===== config.mk =====
export PLATFORM = sky130hd
export DESIGN_NAME = shift_seq_ctrl
export DESIGN_NICKNAME = d
export VERILOG_FILES = /design/src/rtl/shift_seq_ctrl.sv
export SDC_FILE = /design/constraint.sdc
export NUM_CORES = 1
export LEC_CHECK = 0
export ABC_AREA = 1
export BUFFER_PORTS_ARGS = -buffer_cell sky130_fd_sc_hd__buf_2
export CAP_MARGIN = 20
export CORE_UTILIZATION = 52
export CTS_BUF_LIST = sky130_fd_sc_hd__clkbuf_8
export DETAILED_ROUTE_END_ITERATION = 8
export PLACE_DENSITY = 0.88
export SLEW_MARGIN = 10
export SYNTH_ARGS = -nofsm -noshare
export SYNTH_HDL_FRONTEND = slang
export SYNTH_SLANG_ARGS = --single-unit

===== constraint.sdc =====
create_clock -name clk -period 1.5 [get_ports clk]
set_input_delay 0.075 -clock clk [delete_from_list [all_inputs] [get_ports clk]]
set_output_delay 0.075 -clock clk [all_outputs]
set_load 0.01 [all_outputs]

===== src/rtl/shift_seq_ctrl.sv =====
// shift_seq_ctrl: command sequencer for a bidirectional shift register.
// Accepts LOAD / ROTL / ROTR / CLEAR commands over valid/ready.
// It drives the register's serial controls for N cycles (RUN).
// It then captures the register's parallel output in a settle cycle (CAP).
// Optional feature macro: SHIFT_SEQ_ROT_REDUCE_EN. When defined, rotates are
// shortened to at most WIDTH/2 shifts, flipping direction when that is shorter.
module shift_seq_ctrl #(
    parameter int WIDTH = 8,
    parameter int CNT_W = $clog2(WIDTH) + 1
) (
    input  logic             clk,
    input  logic             rst,
    input  logic             cmd_valid,
    output logic             cmd_ready,
    input  logic [1:0]       cmd_op,
    input  logic [WIDTH-1:0] cmd_data,
    input  logic [CNT_W-1:0] cmd_cnt,
    output logic             sr_d,
    output logic             sr_en,
    output logic             sr_dir,
    output logic             sr_circular,
    input  logic [WIDTH-1:0] sr_q,
    output logic             busy,
    output logic             done,
    output logic [WIDTH-1:0] res_data
);

    localparam logic [1:0] OP_LOAD  = 2'b00;
    localparam logic [1:0] OP_ROTL  = 2'b01;
    localparam logic [1:0] OP_ROTR  = 2'b10;
    localparam logic [1:0] OP_CLEAR = 2'b11;

    localparam logic [CNT_W-1:0] LP_WIDTH = CNT_W'(WIDTH);

    typedef enum logic [1:0] {
        ST_IDLE = 2'd0,
        ST_RUN  = 2'd1,
        ST_CAP  = 2'd2
    } state_t;

    state_t             r_state;
    state_t             w_state_next;

    // Remaining shifts after the one currently being driven
    logic [CNT_W-1:0]   r_cnt;
    logic [CNT_W-1:0]   w_cnt_next;
    // LOAD payload still to be serialised, next bit in the MSB
    logic [WIDTH-1:0]   r_data;
    logic [WIDTH-1:0]   w_data_next;

    logic               r_sr_d;
    logic               r_sr_en;
    logic               r_sr_dir;
    logic               r_sr_circ;
    logic               r_done;
    logic [WIDTH-1:0]   r_res;
    logic               w_sr_d_next;
    logic               w_sr_en_next;
    logic               w_sr_dir_next;
    logic               w_sr_circ_next;
    logic               w_done_next;
    logic [WIDTH-1:0]   w_res_next;

    // Rotate plan: shift count and whether the commanded direction is flipped
    logic [CNT_W-1:0]   w_rot_n;
    logic               w_rot_flip;

    // Shift plan for the command currently offered
    logic [CNT_W-1:0]   w_acc_n;
    logic               w_acc_dir;
    logic               w_acc_circ;

    logic               w_accept;

    assign cmd_ready   = (r_state == ST_IDLE);
    assign busy        = ~cmd_ready;
    assign w_accept    = cmd_valid & cmd_ready;

    assign sr_d        = r_sr_d;
    assign sr_en       = r_sr_en;
    assign sr_dir      = r_sr_dir;
    assign sr_circular = r_sr_circ;
    assign done        = r_done;
    assign res_data    = r_res;

`ifdef SHIFT_SEQ_ROT_REDUCE_EN
    localparam logic [CNT_W-1:0] LP_HALF = CNT_W'(WIDTH / 2);

    logic [CNT_W-1:0]   w_rot_e;

    // Fold the count into one revolution, then take the shorter way round
    always_comb begin
        w_rot_e    = (cmd_cnt >= LP_WIDTH) ? (cmd_cnt - LP_WIDTH) : cmd_cnt;
        w_rot_flip = (w_rot_e > LP_HALF);
        w_rot_n    = w_rot_flip ? (LP_WIDTH - w_rot_e) : w_rot_e;
    end
`else
    // Rotate exactly as commanded
    always_comb begin
        w_rot_flip = 1'b0;
        w_rot_n    = cmd_cnt;
    end
`endif

    // Per-opcode shift count, direction and rotate mode
    always_comb begin
        w_acc_n    = LP_WIDTH;
        w_acc_dir  = 1'b0;
        w_acc_circ = 1'b0;
        case (cmd_op)
            OP_ROTL: begin
                w_acc_n    = w_rot_n;
                w_acc_dir  = w_rot_flip;
                w_acc_circ = 1'b1;
            end
            OP_ROTR: begin
                w_acc_n    = w_rot_n;
                w_acc_dir  = ~w_rot_flip;
                w_acc_circ = 1'b1;
            end
            default: begin
                w_acc_n    = LP_WIDTH;
                w_acc_dir  = 1'b0;
                w_acc_circ = 1'b0;
            end
        endcase
    end

    // Next-state and next-output logic; outputs are registered from these
    always_comb begin
        w_state_next   = r_state;
        w_cnt_next     = r_cnt;
        w_data_next    = r_data;
        w_sr_d_next    = 1'b0;
        w_sr_en_next   = 1'b0;
        w_sr_dir_next  = r_sr_dir;
        w_sr_circ_next = r_sr_circ;
        w_done_next    = 1'b0;
        w_res_next     = r_res;
        case (r_state)
            ST_IDLE: begin
                if (w_accept) begin
                    if (w_acc_n != '0) begin
                        w_state_next   = ST_RUN;
                        w_cnt_next     = w_acc_n - 1'b1;
                        w_sr_en_next   = 1'b1;
                        w_sr_dir_next  = w_acc_dir;
                        w_sr_circ_next = w_acc_circ;
                        // Only LOAD feeds payload bits; others shift in zeros
                        if (cmd_op == OP_LOAD) begin
                            w_sr_d_next = cmd_data[WIDTH-1];
                            w_data_next = {cmd_data[WIDTH-2:0], 1'b0};
                        end else begin
                            w_sr_d_next = 1'b0;
                            w_data_next = '0;
                        end
                    end else begin
                        w_state_next = ST_CAP;
                    end
                end
            end
            ST_RUN: begin
                if (r_cnt == '0) begin
                    w_state_next = ST_CAP;
                end else begin
                    w_cnt_next   = r_cnt - 1'b1;
                    w_sr_en_next = 1'b1;
                    w_sr_d_next  = r_data[WIDTH-1];
                    w_data_next  = {r_data[WIDTH-2:0], 1'b0};
                end
            end
            ST_CAP: begin
                w_state_next = ST_IDLE;
                w_res_next   = sr_q;
                w_done_next  = 1'b1;
            end
            default: begin
                w_state_next = ST_IDLE;
            end
        endcase
    end

    // State register
    always_ff @(posedge clk) begin
        if (rst) begin
            r_state <= ST_IDLE;
        end else begin
            r_state <= w_state_next;
        end
    end

    // Datapath and registered outputs; reset aborts any command in flight
    always_ff @(posedge clk) begin
        if (rst) begin
            r_cnt     <= '0;
            r_data    <= '0;
            r_sr_d    <= 1'b0;
            r_sr_en   <= 1'b0;
            r_sr_dir  <= 1'b0;
            r_sr_circ <= 1'b0;
            r_done    <= 1'b0;
            r_res     <= '0;
        end else begin
            r_cnt     <= w_cnt_next;
            r_data    <= w_data_next;
            r_sr_d    <= w_sr_d_next;
            r_sr_en   <= w_sr_en_next;
            r_sr_dir  <= w_sr_dir_next;
            r_sr_circ <= w_sr_circ_next;
            r_done    <= w_done_next;
            r_res     <= w_res_next;
        end
    end

endmodule


-- After elaboration in Yosys (flattened, before gate mapping)
Index checks and enable logic that the tools add are counted.
- register bits: 27
- memory bits (writable): 0
- bits in read-only memories: 0
- logic and storage cells: 56
- output and inout port bits: 15
- memories: 0
- input port bits: 25
- latch bits: 0
- reductions and logical operators: 9
- divide/modulo/power cells: 0
- bitwise logic cells: 2
- multiply operators: 0
- shifts and indexed selects: 0
- muxes and demuxes: 26
- add/sub/neg operators: 2
- equal/unequal tests: 8
- magnitude comparators: 0
- operator list (cell ; number):
    $mux W8 ; 4
    $mux W4 ; 4
    $pmux W8 S2 ; 1
    $mux W1 ; 10
    $pmux W4 S2 ; 1
    $sub A4 B1 Y4 const B ; 2
    $mux W2 ; 3
    $eq A2 B1 Y1 const B ; 2
    $eq A2 B2 Y1 const B ; 2
    $logic_not A2 Y1 ; 2
    $logic_not A4 Y1 ; 1
    $ne A2 B1 Y1 const B ; 2
    $ne A2 B2 Y1 const B ; 2
    $pmux W1 S2 ; 2
    $pmux W2 S2 ; 1
    $reduce_and A4 Y1 ; 1
    $reduce_bool A4 Y1 ; 1
    $reduce_and A3 Y1 ; 1
    $reduce_and A2 Y1 ; 1
    $reduce_bool A2 Y1 ; 1
    $reduce_or A2 Y1 ; 1
    $and A1 B1 Y1 ; 1
    $not A1 Y1 ; 1

-- Longest topological paths before layout
- depth in word-level cells: 7
- depth in mapped cells: 12
- mapped depth without buffers: 12

-- Worst setup path after synthesis
No wires, ideal clock.
- path kind: flip-flop to flip-flop
- start point: register r_state[0]
- end point: register r_cnt[2]
- data required time: 1387 ps
- setup time: 113 ps
- stages on the path, launching flop included: 11
- setup slack: 135 ps
- arrival: 1252 ps
- clock period less this slack: 1365 ps
- buffers on the path: 2
- cells stage by stage: dfxtp_1 buf_6 nand2_4 buf_4 nand2_1 nand2_1 ha_1 xnor2_1 nand2_1 nand2_1 nor2_1
- cells in the longest elaborated chain, start to end: 4
- elaborated cells between the ends (all ways): 9
- classes of those cells: eq/ne (4); mux (1); bitwise (1); reduce/logical (3)
- RTL lines (item ; RTL line ; RTL):
    start, declared ; 41 ; state_t r_state;
    start signal, assigned ; 188 ; r_state <= w_state_next;
    $logic_not A2 Y1 ; 75, 140 ;
    $and A1 B1 Y1 ; 77 ; assign w_accept = cmd_valid & cmd_ready;
    $ne A2 B1 Y1 (no source line) ; - ;
    $reduce_and A4 Y1 (no source line) ; - ;
    end signal, assigned ; 204 ; r_cnt <= w_cnt_next;
    end, declared ; 45 ; logic [CNT_W-1:0] r_cnt;
Parallel ways exist; a longest one is shown, timed or not.
A chain may end at the register's enable or synchronous reset.

-- Worst setup path in the final report
Same ends and word-level chain as after synthesis.

==> results.cfg <==
[clock_network]
clock_path_buffers = 2
cts.clk_slew.worst_paths_ps = 90
cts-root-buf = clkbuf_8
holdBufCountCts = 0
numCtsBuffers = 3
cts_resized = 0
cts_tree = done
h-tree-depth = 1
cts_sinks = 26
worstSkewPairLatency_ps = 270
post_cts_buffers = 0

[floorplan]
die_w_microns = 51.8
num_rows = 17
core-area_sq_mm = 0.00228
pin_count = 40
initial_core_util = 0.567
die_area_sq_mm = 0.00269
die_h_microns = 51.8

[pwr]
p_per_area_mw_per_mm2 = 1210
ir_drop_uv = 1070
leakage_nw = 0.827

[final_layout]
num-fill-cells = 190
area.growth.synth_to_final_pct = 22.8
fin_util = 0.697
diodes = 0
nNetsFinal = 244
final_cell_mix = buf_2 (39), nor2_1 (37), nand2_1 (28)
drive_gt1_frac = 0.312
final_common_cell = buf_2
fin_area_sq_mm = 0.00159

[route]
drt-initial-drc-count = 14
drc = 0
ant_nets = 0
wl_per_cell_microns = 10.7
vias = 1186
viasPerCell = 4.88
wl_microns = 2610
dr.pass1.iters = 5

[global_route]
top_usage_layer = met2
antenna_found_initial = 0
grt_overflow = 0
grt_pass1_wl_microns = 4460
groute.usage.overall = 0.223
met3_usage = 0.0614
met2_usage = 0.391
grt_pass1_vias = 1088
grt_max_degree = 17
use_met1 = 0.263

[sta]
fin_tns_setup_ps = 0
period_share = 0.921
setup_viol = 0
grt_setup_unrepaired = false
finalHoldViolCount = 0
finalMaxSlewViolations = 0
tightest_slew_ps = 310
fmax_ghz = 0.723
timing.slew.headroom = 0.793
skew_ps = 2.04
min_period_ps = 1380
fin_ws_ps = 118

[synth]
yosys.cell_types.count = 28
yosys.area.top_type_share = 0.403
ys_warn_count = 0
yosysTopAreaCell = dfxtp_1
synthAdderAreaFrac = 0.0291
ys_ff_latch = 26
synth_compound_area_frac = 0.109
synth_top_family_by_area = simple AND/OR/NAND/NOR gates
syn_nets = 201
synth_area_leaders = dfxtp_1 (40%), nor2_1 (11%), nand2_1 (8.1%)
avgSynthCellArea_sq_um = 7.46
netlist_area_sq_mm = 0.00129
synthMuxAreaShare = 0
yosysSeqAreaShare = 0.403
syn_inst = 173
synth-xor-area-share = 0.00678
synth-simple-area-share = 0.361

[worst_setup_path]
slowest_stage = dfxtp_1
setup.worst_path.end_class = flop
start_kind = flop
crit_fanout = 6
path_cells = nand2_4 > nand2_1 > nand2_1 > ha_1 > xnor2_1 > nand2_1 > nand2_1 > nor2_1
critPathKind = reg2reg
critPathMaxStageDelay_ps = 490
arrival_ps = 1550
crit_top_cell = nand2_1
cp.required_ps = 1670

[place]
dp_hpwl_microns = 2000
gp_congestion = 0.781
place_area_sq_mm = 0.00151
preCtsSetupSlack_ps = 32.6
portBuffers = 39

[worst_hold_path]
hold_class = in2reg

[status]
status = completed

[run]
maxCapViolCount = 0
## per-layer routing
layer  wire length [microns]  vias to the layer above
met5                       0                        -
met1                    1170                      510
met4                       9                        0
met2                    1260                       41
li1                        -                      633
met3                     172                        2
## stage by stage
stage                     power, W  hold WS [ps]  std cells
after global placement     0.00135           297        239
after CTS                  0.00194          20.2        243
after floorplan            0.00124           144        173
final                      0.00192          26.8        243
after global routing       0.00205          25.7        243
after detailed placement   0.00137           306        239
## worst max-delay path, delay by kind of cell, from the launching register on
| kind | cells | cell delay, ps |
|---|---|---|
| fa+ha+maj | 1 | 220 |
| simple gates | 6 | 430 |
| flops | 1 | 490 |
| xor+xnor | 1 | 150 |
## power breakdown
part           switching [W]  internal (W)  leakage, nW  total, W
logic               0.000315      0.000208        0.578  0.000523
registers          0.0000498      0.000777        0.213  0.000827
clock network       0.000216      0.000357       0.0357  0.000573
## flip-flops by register name, summed over array words and instances (netlist names)
signal,count
r_cnt,4
sr_en,1
r_data,7
r_state,2
sr_circular,1
res_data,8
done,1
sr_dir,1
sr_d,1
## area by class of cell
cell class / count / area (sq um) / area share
Sequential cell: 26 / 520 / 0.328
Timing Repair Buffer: 44 / 233 / 0.147
Tap cell: 28 / 35.0 / 0.0221
Inverter: 18 / 72.6 / 0.0458
Multi-Input combinational cell: 123 / 653 / 0.412
Clock buffer: 3 / 41.3 / 0.0260
Clock inverter: 1 / 30.0 / 0.0189
## cells by family after synthesis
group                      after synthesis
buffers and inverters                   24
AOI/OAI and AO/OA                       25
DFF                                     26
and+or+nand+nor                         94
xor gates and xnor gates                 1
adders and majority gates                3
## final timing paths
kind / from / end / slack (ps) / depth (start not counted)
worst max register to register: r_state[0] / r_cnt[2] / 120 / 8
worst min-delay path: sr_q[0] / res_data[0] / 30 / 3
worst min register to register: sr_circular / sr_circular / 470 / 2
worst max-delay path: r_state[0] / r_cnt[2] / 120 / 8
## Yosys cell counts
| master | instances |
|---|---|
| inv_1 | 12 |
| buf_1 | 1 |
| clkbuf_1 | 2 |
| o21ai_2 | 3 |
| nand3b_1 | 1 |
| xnor2_1 | 1 |
| buf_4 | 1 |
| o21ai_1 | 3 |
| nand3_1 | 15 |
| nor2_4 | 2 |
| buf_8 | 1 |
| inv_4 | 2 |
| a21oi_1 | 6 |
| ha_1 | 3 |
| o2111ai_1 | 1 |
| dfxtp_1 | 26 |
| nand3_4 | 1 |
| nand2_2 | 2 |
| nand4_1 | 2 |
| nor2_8 | 1 |
| nand2_1 | 28 |
| clkinv_1 | 1 |
| o21ai_0 | 12 |
| nor2_1 | 37 |
| nand3_2 | 1 |
| inv_2 | 3 |
| buf_6 | 1 |
| nand2_4 | 4 |
Note: power is estimated with default switching activity, not from simulation.
